==> src/rtl/shift_reg_sequencer.sv <==
// shift_reg_sequencer
// Command sequencer for a 4-bit universal shift register. It accepts one
// command at a time and drives the register's mode and serial-input select
// for exactly the required number of clocks.
//
// Optional feature: define SEQ_ABORT_EN to add the ABORT input, which ends a
// LOAD or SHIFT early and goes straight to FIN.
//
// Ports:
//   CLK      in   clock, all state changes on posedge
//   RESET    in   synchronous active-high reset
//   START    in   command request, accepted in IDLE or FIN
//   CMD      in   00 load, 01 shift right, 10 shift left, 11 rotate right
//   COUNT    in   shift cycles for shift/rotate commands
//   ABORT    in   (SEQ_ABORT_EN only) early termination request
//   MODE     out  00 hold, 01 shift right, 10 shift left, 11 parallel load
//   SER_SEL  out  0 external serial input, 1 register LSB feedback
//   BUSY     out  high while a command executes
//   DONE     out  one-cycle pulse after the last operating cycle
//   REMAIN   out  shift cycles still to issue
//
// state | meaning
// IDLE  | waiting for START, outputs at rest
// LOAD  | single parallel-load cycle
// SHIFT | issuing shift/rotate cycles, REMAIN counts down
// FIN   | DONE pulse, can accept the next command back to back

module shift_reg_sequencer #(
    parameter int CNT_W = 3
) (
    input  logic             CLK,
    input  logic             RESET,
    input  logic             START,
    input  logic [1:0]       CMD,
    input  logic [CNT_W-1:0] COUNT,
`ifdef SEQ_ABORT_EN
    input  logic             ABORT,
`endif
    output logic [1:0]       MODE,
    output logic             SER_SEL,
    output logic             BUSY,
    output logic             DONE,
    output logic [CNT_W-1:0] REMAIN
);

    typedef enum logic [1:0] {S_IDLE, S_LOAD, S_SHIFT, S_FIN} state_t;

    state_t           r_state;
    logic [1:0]       r_cmd;
    logic [1:0]       r_mode;
    logic             r_ser_sel;
    logic             r_busy;
    logic             r_done;
    // The latched COUNT lives here and is consumed as it counts down.
    logic [CNT_W-1:0] r_remain;
    logic             w_abort;

`ifdef SEQ_ABORT_EN
    assign w_abort = ABORT;
`else
    assign w_abort = 1'b0;
`endif

    function automatic logic [1:0] f_shift_mode(input logic [1:0] cmd);
        return (cmd == 2'b10) ? 2'b10 : 2'b01;
    endfunction

    always_ff @(posedge CLK) begin
        if (RESET) begin
            r_state   <= S_IDLE;
            r_cmd     <= 2'b00;
            r_mode    <= 2'b00;
            r_ser_sel <= 1'b0;
            r_busy    <= 1'b0;
            r_done    <= 1'b0;
            r_remain  <= '0;
        end else begin
            case (r_state)
                S_IDLE, S_FIN: begin
                    r_state   <= S_IDLE;
                    r_mode    <= 2'b00;
                    r_ser_sel <= 1'b0;
                    r_busy    <= 1'b0;
                    r_done    <= 1'b0;
                    if (START) begin
                        r_cmd <= CMD;
                        if (CMD == 2'b00) begin
                            r_state  <= S_LOAD;
                            r_mode   <= 2'b11;
                            r_busy   <= 1'b1;
                            r_remain <= '0;
                        end else if (COUNT != '0) begin
                            r_state   <= S_SHIFT;
                            r_mode    <= f_shift_mode(CMD);
                            r_ser_sel <= (CMD == 2'b11);
                            r_busy    <= 1'b1;
                            r_remain  <= COUNT;
                        end else begin
                            // zero count: no operating cycle, straight to DONE
                            r_state  <= S_FIN;
                            r_done   <= 1'b1;
                            r_remain <= '0;
                        end
                    end
                end
                S_LOAD: begin
                    r_state <= S_FIN;
                    r_mode  <= 2'b00;
                    r_busy  <= 1'b0;
                    r_done  <= 1'b1;
                end
                S_SHIFT: begin
                    // REMAIN is at least 1 here, so the decrement never wraps.
                    // On abort the shift issued this cycle still counts.
                    r_remain <= r_remain - CNT_W'(1);
                    if (w_abort || r_remain == CNT_W'(1)) begin
                        r_state   <= S_FIN;
                        r_mode    <= 2'b00;
                        r_ser_sel <= 1'b0;
                        r_busy    <= 1'b0;
                        r_done    <= 1'b1;
                    end else begin
                        r_mode    <= f_shift_mode(r_cmd);
                        r_ser_sel <= (r_cmd == 2'b11);
                    end
                end
                default: begin
                    r_state <= S_IDLE;
                end
            endcase
        end
    end

    assign MODE    = r_mode;
    assign SER_SEL = r_ser_sel;
    assign BUSY    = r_busy;
    assign DONE    = r_done;
    assign REMAIN  = r_remain;

endmodule

==> config.mk <==
export PLATFORM = sky130hd
export DESIGN_NAME = shift_reg_sequencer
export DESIGN_NICKNAME = d
export VERILOG_FILES = /design/src/rtl/shift_reg_sequencer.sv
export SDC_FILE = /design/constraint.sdc
export NUM_CORES = 1
export LEC_CHECK = 0
export CORE_MARGIN = 2
export CORE_UTILIZATION = 45
export CTS_CLUSTER_SIZE = 40
export DETAILED_ROUTE_END_ITERATION = 10
export PLACE_DENSITY = 0.73
export SETUP_SLACK_MARGIN = 0.05
export SYNTH_ARGS = -nofsm -noshare
export SYNTH_HDL_FRONTEND = slang
export SYNTH_SLANG_ARGS = --single-unit
==> constraint.sdc <==
create_clock -name CLK -period 1.9 [get_ports CLK]
set_clock_uncertainty 0.05 [all_clocks]
set_input_delay 0.57 -clock CLK [delete_from_list [all_inputs] [get_ports CLK]]
set_output_delay 0.57 -clock CLK [all_outputs]
set_load 0.01 [all_outputs]
# Word-level counts from Yosys, hierarchy flattened
# Cells that the tools add are included.
dict set report word_totals {
  ff_bits 12
  latch_bits 0
  mem_bits_rw 0
  rom_bits 0
  output_inout_bits 8
  elab_cells 56
  n_memories 0
}
dict set report classes {
  addsub 1
  n_mul 0
  n_div 0
  magnitude_cmp 0
  eq_ne 10
  shift 0
  n_mux 31
  n_bitwise 0
  n_reduce_logical 7
}
# op n
set op_table {}
lappend op_table {{2-bit 2-to-1 mux} 9}
lappend op_table {{1-bit 2-to-1 mux} 13}
lappend op_table {{2-bit equality test (second input constant)} 6}
lappend op_table {{2-bit case mux with 3 select lines} 2}
lappend op_table {{3-bit 2-to-1 mux} 3}
lappend op_table {{1-bit case mux with 3 select lines} 2}
lappend op_table {{3-bit case mux with 2 select lines} 1}
lappend op_table {{2-bit logical NOT} 2}
lappend op_table {{2-bit inequality test (second input constant)} 2}
lappend op_table {{2-bit AND reduction} 2}
lappend op_table {{3-bit by 1-bit equality test with 1-bit output (second input constant)} 1}
lappend op_table {{3-bit nonzero test} 1}
lappend op_table {{3-bit by 1-bit subtractor with 3-bit output (second input constant)} 1}
lappend op_table {{2-bit by 1-bit equality test with 1-bit output (second input constant)} 1}
lappend op_table {{1-bit case mux with 2 select lines} 1}
lappend op_table {{2-bit nonzero test} 1}
lappend op_table {{2-bit OR reduction} 1}

# Depth between registers and ports, before layout
# Gate-level depths: netlist of the first run.
dict set report logic_depth {
  word_depth 6
  ltp_mapped 6
  mapped_depth_nobuf 5
}

# Worst setup path after synthesis of the first run
# Ideal clock, no wire load.
dict set report synth_path {
  path_type {register to register}
  start {reg r_state[0]}
  end {reg r_remain[0], in the netlist REMAIN[0]}
  setup_time_ns 0.074
  t_arrival_ns 1.569
  t_required_ns 1.776
  path_slack_ns 0.207
  stages_incl_launch_ff 6
  n_path_buf 0
  period_less_slack_ns 1.693
  cell_sequence {dfxtp_1 inv_1 ha_1 mux2i_1 or4b_1 a31oi_1}
}
dict set report synth_between {
  elab_chain_cells 4
  elab_cells_between_ends 8
  cone_classes {eq/ne (3); mux (1); reduce/logical (4)}
}
# item line_no
set synth_lines {}
lappend synth_lines {{start, declared} 48} ;# state_t r_state;
lappend synth_lines {{start signal, assigned} 70} ;# r_state <= S_IDLE;
lappend synth_lines {{start signal, assigned} 80} ;# r_state <= S_IDLE;
lappend synth_lines {{start signal, assigned} 88} ;# r_state <= S_LOAD;
lappend synth_lines {{2-bit equality test / 2-bit logical NOT (equally long branches)} 78} ;# case (r_state)
lappend synth_lines {{2-bit OR reduction} 78}
lappend synth_lines {{2-bit inequality test (no line) / 2-bit nonzero test (equally long branches)} n/a}
lappend synth_lines {{2-bit AND reduction (no line)} n/a}
lappend synth_lines {{end signal, assigned} 115} ;# r_remain <= r_remain - CNT_W'(1);
lappend synth_lines {{end, declared} 55} ;# logic [CNT_W-1:0] r_remain;
# Parallel ways exist; a longest one is shown, timed or not.
# A chain may end at the register's enable or synchronous reset.

# Worst setup path after layout of the first run
dict set report layout_path {
  start {reg r_remain[0], in the netlist REMAIN[0]}
  end {out REMAIN[0]}
}
# item line_no
set layout_lines {}
lappend layout_lines {{end, declared} 43} ;# output logic [CNT_W-1:0] REMAIN
# No word-level cell between the ends.

==> results of run 1 <==
## flip-flops by register name (all words and copies together) (netlist names)
register / cells
DONE: 1
MODE: 2
r_state: 2
BUSY: 1
REMAIN: 3
r_cmd: 2
SER_SEL: 1
## power groups by stage
stage	Clock, uW	Sequential, uW	Combinational [uW]
2_1_floorplan	0	413	425
3_5_place_dp	0	396	723
4_1_cts	208	392	725
3_3_place_gp	0	391	700
5_1_grt	223	402	814
6_report	203	391	734
## worst reg2reg max path, stage by stage, from the launching register on
cell,delay [ns]
dfxtp_1,0.34
inv_1,0.06
ha_2,0.39
mux2i_1,0.11
or4b_1,0.50
a31oi_1,0.18
## synth_stat cells, types with 2 or more instances
library cell	count	area [um^2]
o211ai_1	2	15.0
clkbuf_1	3	11.3
a31o_2	3	26.3
dfxtp_1	12	240
ha_1	4	50.1
nand3_1	6	30.0
nand2_1	6	22.5
nand2b_1	3	18.8
inv_1	8	30.0
mux2i_1	2	20.0
o21ai_0	2	10.0
a21oi_1	8	40.0
## cells in the final DEF (no fill, tap or decap), types with 2 or more instances in the layout
master           netlist  routed
clkdlybuf4s50_1        0      14
buf_4                  0      12
dfxtp_1               12      11
inv_1                  8       8
a21oi_1                8       8
nand2_1                6       6
nand3_1                6       6
nand2b_1               3       3
a31o_2                 3       3
ha_1                   4       3
clkbuf_4               0       3
mux2i_1                2       2
o21ai_0                2       2
o211ai_1               2       2
## per-stage QoR
stage	hold slack (ns)	utilization, %	setup WS (ns)	instances	total power (uW)
detailed placement	0.423	62.7	-0.145	119	1120
CTS	0.436	65.2	0.0742	123	1320
global route	0.451	65.6	0.0625	123	1440
floorplan	0.403	-	0.207	81	838
finish	0.432	65.6	0.106	123	1330
global placement	0.403	62.7	-0.138	119	1090
## layout make-up
type / count / area share [%]
Clock buffer: 4 / 3.76
Tap cell: 16 / 2.08
Multi-Input combinational cell: 56 / 40.9
Sequential cell: 12 / 25.0
Timing Repair Buffer: 27 / 25.2
Inverter: 8 / 3.11
## kinds of logic after synthesis
| logic type | synth area share [%] |
|---|---|
| simple gates | 21.2 |
| fa+ha+maj | 7.33 |
| flops | 35.2 |
| mux | 2.93 |
| compound gates | 25.8 |
| buf+inv | 7.51 |
## per-layer routing
layer	GRT usage [%]	vias up	wire length, um
met5	0	-	0
met4	9.09	0	21
met3	3.83	2	42
met2	26.7	12	685
met1	25.8	304	771
li1	-	352	-
## final timing paths
check | endpoint | slack [ns] | startpoint
max | REMAIN[0] | 0.11 | REMAIN[0]$_SDFFE_PP0P_
min | BUSY$_SDFFE_PP0P_ | 0.43 | BUSY$_SDFFE_PP0P_
max reg2reg | REMAIN[0]$_SDFFE_PP0P_ | 0.20 | r_state[0]$_SDFFE_PP0P_
min reg2reg | BUSY$_SDFFE_PP0P_ | 0.43 | BUSY$_SDFFE_PP0P_
## repair_timing
item                                    CTS  global route
gates resized for setup                   1             2
hold endpoints to repair                  0             0
endpoints found under the setup margin    1             2
==> metrics.md, run 1 <==
| Metric | Value |
|---|---|
| Status | finished clean |
| Port Buffers | 15 |
| Fin. Hold Viols | 0 |
| Total wire length | between 1500 and 2000 um |
| Initial antenna violation count | 0 |
| Mapped Cells | 81 |
| Lkg Pwr | 0.000401 uW |
| First-pass GRT wire length | approximately 2500 um |
| Post-synth EDFFs | 0 |
| CTS max path bufs | 2 |
| Critical path depth | 1 |
| Maximum number of pins on one net before global-route repair | 12 |
| Layout cell share with drive strength beyond 1 | approximately 21% |
| CP max stage cell | clkdlybuf4s50_1 |
| P_sw | 502 uW |
| Die area | between 1500 and 2000 um^2 |
| CP Launch Type | flop |
| CP max stage delay | about 0.54 ns |
| Tightest Hold Check Type | flop to flop |
| Die width | 43.0 um |
| 1st-iter DRT viols | 9 |
| Maximum net fanout on the critical path | 4 |
| Synth Register Bits | 12 |
| Initial core utilization | between 40 and 50% |
| VDD IR-drop max | ~800 uV |
| DPL Wire Length | around 1200 um |
| DRC violations left | 0 |
| Skew-Pair Late Insertion Delay | ~0.27 ns |
| Post-DRT Antenna Nets | 0 |
| Syn_area_per_cell | between 8 and 9 um^2 |
| Clock Power Share | around 15% |
| Crit path kind | flop to primary output |
| R2R depth | 5 |
| WL/cell | around 12 um |
| TritonCTS Buffers | 3 |
| Critical Path RT | 1.28 ns |
| CP top delay family | buffers and inverters |
| Routed vias/inst | approximately 5.4 |
| Core area | around 1500 um^2 |
| FILL cells | between 100 and 150 |
| Seq/Total Area, Yosys | a little over a third |
| Post-Syn Area | a little under 700 um^2 |
| CTS root buf | clkbuf_4 |
| # diodes | 0 |
| Crit path DAT | between 1 and 1.5 ns |
| Tightest Pin Transition | about 0.48 ns |
| Grt ovf | 0 |
| Final setup vio count | 0 |
| CTS clk-pin slew, worst paths | ~0.080 ns |
| Tcrit/Tclk final | 94.4% |
| Crit end category | primary output |
| Crit path time final | 1.79 ns |
| Clock H-tree levels | 1 |
| Comb power frac | approximately 55% |
| Flop pwr share | between 20 and 30% |
| TritonCTS clock tree | built |
| Die Ht | between 40 and 50 um |
| Slew Viols, Final | 0 |
| Register area | roughly 240 um^2 |
| Multi-input logic area | ~390 um^2 |
| Buf+Inv Stages, Crit Path | 1 |
| Num rows | 14 |
| Hold path depth | 2 |
| TNS Setup | 0 ns |
| Int Pwr | ~830 uW |
| Fmax | 0.557 GHz |
| Hold buffers post-CTS | 0 |
| Cell area after layout | 965 um^2 |
| Post-CTS Setup Bufs | 0 |
| Via count | 670 |
| Switching share of power | 37.8% |
| RSZ-0062 raised after global routing | no |
| Vias in the first global route | approximately 600 |
| Crit-path cells | clkdlybuf4s50_1 |
| CTS sink cnt | 12 |
| Gpl congestion | between 0.7 and 0.8 |
| Primary FF master, synth | dfxtp_1 |
| Initial DRT Pass Iterations | 2 |
| Syn Nets | 93 |
| Slew headroom | between 60% and 70% |
| Synthesis-to-layout area growth | 41.2% |
| Synth cell types | 34 |
| Post-synthesis async set-or-reset flop share | 0% |
| Synth Warn # | 0 |
| # IOs | 16 |
| Pwr dens | ~1400 nW/um^2 |
| GRT Util Overall | between 10% and 20% |
| Nets | 120 |
| Max Cap Viol | 0 |
| Area after DPL | approximately 900 um^2 |
Note: power is estimated with default switching activity, not from simulation.
==> run 2, diff against run 1 <==
--- a/config.mk
+++ b/config.mk
@@ -7,10 +7,12 @@
 export LEC_CHECK = 0
 export CORE_MARGIN = 2
 export CORE_UTILIZATION = 45
+export CTS_BUF_LIST = sky130_fd_sc_hd__clkbuf_4 sky130_fd_sc_hd__clkbuf_8
 export CTS_CLUSTER_SIZE = 40
 export DETAILED_ROUTE_END_ITERATION = 10
 export PLACE_DENSITY = 0.73
 export SETUP_SLACK_MARGIN = 0.05
+export SLEW_MARGIN = 20
 export SYNTH_ARGS = -nofsm -noshare
 export SYNTH_HDL_FRONTEND = slang
 export SYNTH_SLANG_ARGS = --single-unit
==> results of run 2 <==
The final DEF is identical to that of run 1; final timing and power are the same.
==> run 3, diff against run 2 <==
--- a/config.mk
+++ b/config.mk
@@ -7,7 +7,7 @@
 export LEC_CHECK = 0
 export CORE_MARGIN = 2
 export CORE_UTILIZATION = 45
-export CTS_BUF_LIST = sky130_fd_sc_hd__clkbuf_4 sky130_fd_sc_hd__clkbuf_8
+export CTS_BUF_LIST = sky130_fd_sc_hd__clkbuf_8
 export CTS_CLUSTER_SIZE = 40
 export DETAILED_ROUTE_END_ITERATION = 10
 export PLACE_DENSITY = 0.73
==> run 3 against run 2 <==
- non-clock buffer count is the same
- die area did not move
- register-to-register slack is essentially flat
- utilization increased by 1.4 points
- global-route usage rose by 1.0 points
- wire length is 8.1% higher
- power rose by 6.4%
- sequential cell count stayed put
- combinational power grew 0.7%
- first-iteration DRC count grew to 2.7 times the previous value
- critical path depth increased by 3
- largest cell class unchanged
==> metrics.md, run 3 (same netlist as run 1, synthesis figures left out) <==
| Metric | Value |
|---|---|
| CP max stage delay | 0.43 ns (-0.11 ns) |
| # diodes | 0 (unchanged) |
| GRT Util Overall | 19.5% (+1.0 points) |
| Synthesis-to-layout area growth | 44.1% |
| Slew Viols, Final | 0 (unchanged) |
| Crit-path cells | clkdlybuf4s50_1, nor3_1, a2111oi_0, a31o_2 |
| Routed vias/inst | 5.72 (+5.1%) |
| Maximum net fanout on the critical path | 4 (unchanged) |
| Max reg flops | 3 (unchanged) |
| Max Cap Viol | 0 (unchanged) |
| Final core occ | 66.9% (+1.4 points) |
| CTS max path bufs | 2 (unchanged) |
| Pwr dens | 1440 nW/um^2 (+4.2%) |
| Crit path kind | primary input to flop |
| Initial antenna violation count | 0 (unchanged) |
| Met2 Use GR | 29.1% (+2.4 points) |
| Status | finished clean |
| Final setup vio count | 0 (unchanged) |
| Vias in the first global route | 591 (+1.2%) |
| Final worst setup slack | 0.0966 ns (-0.00951 ns) |
| Fin. Hold Viols | 0 (unchanged) |
| Post-DRT Antenna Nets | 0 (unchanged) |
| First-pass GRT wire length | 2640 um (+3.8%) |
| CTS sink cnt | 12 (unchanged) |
| # IOs | 16 (unchanged) |
| Slew headroom | 68.0% (+0.34 points) |
| Crit path time final | 1.80 ns (+0.00951 ns) |
| Lkg Pwr | 0.000417 uW (+3.9%) |
| Crit end category | flop |
| Maximum number of pins on one net before global-route repair | 12 (unchanged) |
| Most common cell after layout, fill and taps aside | clkdlybuf4s50_1 |
| Hold buffers post-CTS | 0 (unchanged) |
| Port Buffers | 15 (unchanged) |
| Fmax | 0.555 GHz (-0.53%) |
| Tightest Hold Check Type | flop to flop |
| 1st-iter DRT viols | 24 (+15) |
| Routing usage on met3 | 3.83% (unchanged) |
| TNS Setup | 0 ns (unchanged) |
| Gpl congestion | 0.781 (unchanged) |
| Via count | 704 (+5.1%) |
| Tcrit/Tclk final | 94.9% (+0.50 points) |
| DP Worst Slack | -0.145 ns (unchanged) |
| TritonCTS Buffers | 3 (unchanged) |
| TritonCTS clock tree | built |
| Total wire length | 1640 um (+8.1%) |
| Commonest cells after routing, fill and taps aside | clkdlybuf4s50_1 (13), dfxtp_1 (12), buf_4 (12) |
| Die area | 1850 um^2 (unchanged) |
| DPL Wire Length | 1210 um (unchanged) |
| DRC violations left | 0 (unchanged) |
| Tightest Pin Transition | 0.476 ns (-0.00504 ns) |
| Top Usage Layer GRT | met2 |
| CTS root buf | clkbuf_8 |
| Clock H-tree levels | 1 (unchanged) |
| Layout cell share with drive strength beyond 1 | 20.6% (-0.93 points) |
| Num rows | 14 (unchanged) |
| WL/cell | 13.4 um (+8.1%) |
| Grt ovf | 0 (unchanged) |
| CTS clk-pin slew, worst paths | 0.05 ns (-0.03 ns) |
| Initial DRT Pass Iterations | 4 (+2) |
| Min Hold Slack | 0.426 ns (-0.00583 ns) |
| Routing usage on met1 | 26.1% (+0.26 points) |
| CP Launch Type | primary input |
| CP max stage cell | nor3_1 |
| Crit path DAT | 1.89 ns (+0.72 ns) |
| VDD IR-drop max | 858 uV (+7.2%) |
| Post-placement cell count | 119 (unchanged) |
| Post-CTS Setup Bufs | 0 (unchanged) |
| Core area | 1470 um^2 (unchanged) |
| Critical Path RT | 1.98 ns (+0.70 ns) |
| Nets | 120 (unchanged) |
| RSZ-0062 raised after global routing | no |
| Die width | 43.0 um (unchanged) |
| Die Ht | 43.0 um (unchanged) |
| Initial core utilization | 46.4% (unchanged) |
| Skew-Pair Late Insertion Delay | 0.24 ns (-0.03 ns) |
| Final Non-Filler Cells | 123 (unchanged) |
[run 3: worst paths after layout]
| check | slack (ns) | endpoint | startpoint | cells past startpoint |
|---|---|---|---|---|
| max | 0.1 | MODE[1]$_SDFF_PP0_ | COUNT[1] | 4 |
| min | 0.43 | BUSY$_SDFFE_PP0P_ | BUSY$_SDFFE_PP0P_ | 2 |
| max reg2reg | 0.21 | REMAIN[0]$_SDFFE_PP0P_ | r_state[0]$_SDFFE_PP0P_ | 5 |
| min reg2reg | 0.43 | BUSY$_SDFFE_PP0P_ | BUSY$_SDFFE_PP0P_ | 2 |
[run 3: power by group]
| part | internal (uW) | switching (uW) | leakage [uW] | total, uW |
|---|---|---|---|---|
| combinational | 371 | 369 | 0.000289 | 739 |
| sequential | 338 | 52.1 | 0.0000988 | 390 |
| clock | 183 | 101 | 0.0000288 | 284 |
[run 3: what timing repair did]
item | 4_1_cts | 5_1_grt
setup endpoints to repair | 0 | 2
resized for setup | 0 | 3
hold endpoints to repair | 0 | 0
[run 3: area by class of cell]
cell class	count	area, um^2
Fill cell	140	487
Multi-Input combinational cell	56	394
Timing Repair Buffer	27	245
Sequential cell	12	240
Clock buffer	4	55.1
Inverter	8	30.0
Tap cell	16	20.0
[run 3: per-stage QoR]
step                      instance area (um^2)  power, uW
after floorplan                            683        838
after global placement                     922       1090
after detailed placement                   922       1120
after CTS                                  977       1410
after global routing                       985       1510
final                                      985       1410
[run 3: routing by layer]
layer | vias up | share of wire, % | wire length [um]
met4 | 0 | 1.5 | 25
met2 | 22 | 48 | 787
met5 | - | 0 | 0
li1 | 353 | - | -
met1 | 325 | 46 | 763
met3 | 4 | 4.1 | 67
[run 3: worst max-delay path: cells and delay by family]
| family | cells | cell delay (ns) |
|---|---|---|
| buf+inv | 1 | 0.42 |
| simple gates | 1 | 0.43 |
| compound gates | 2 | 0.47 |
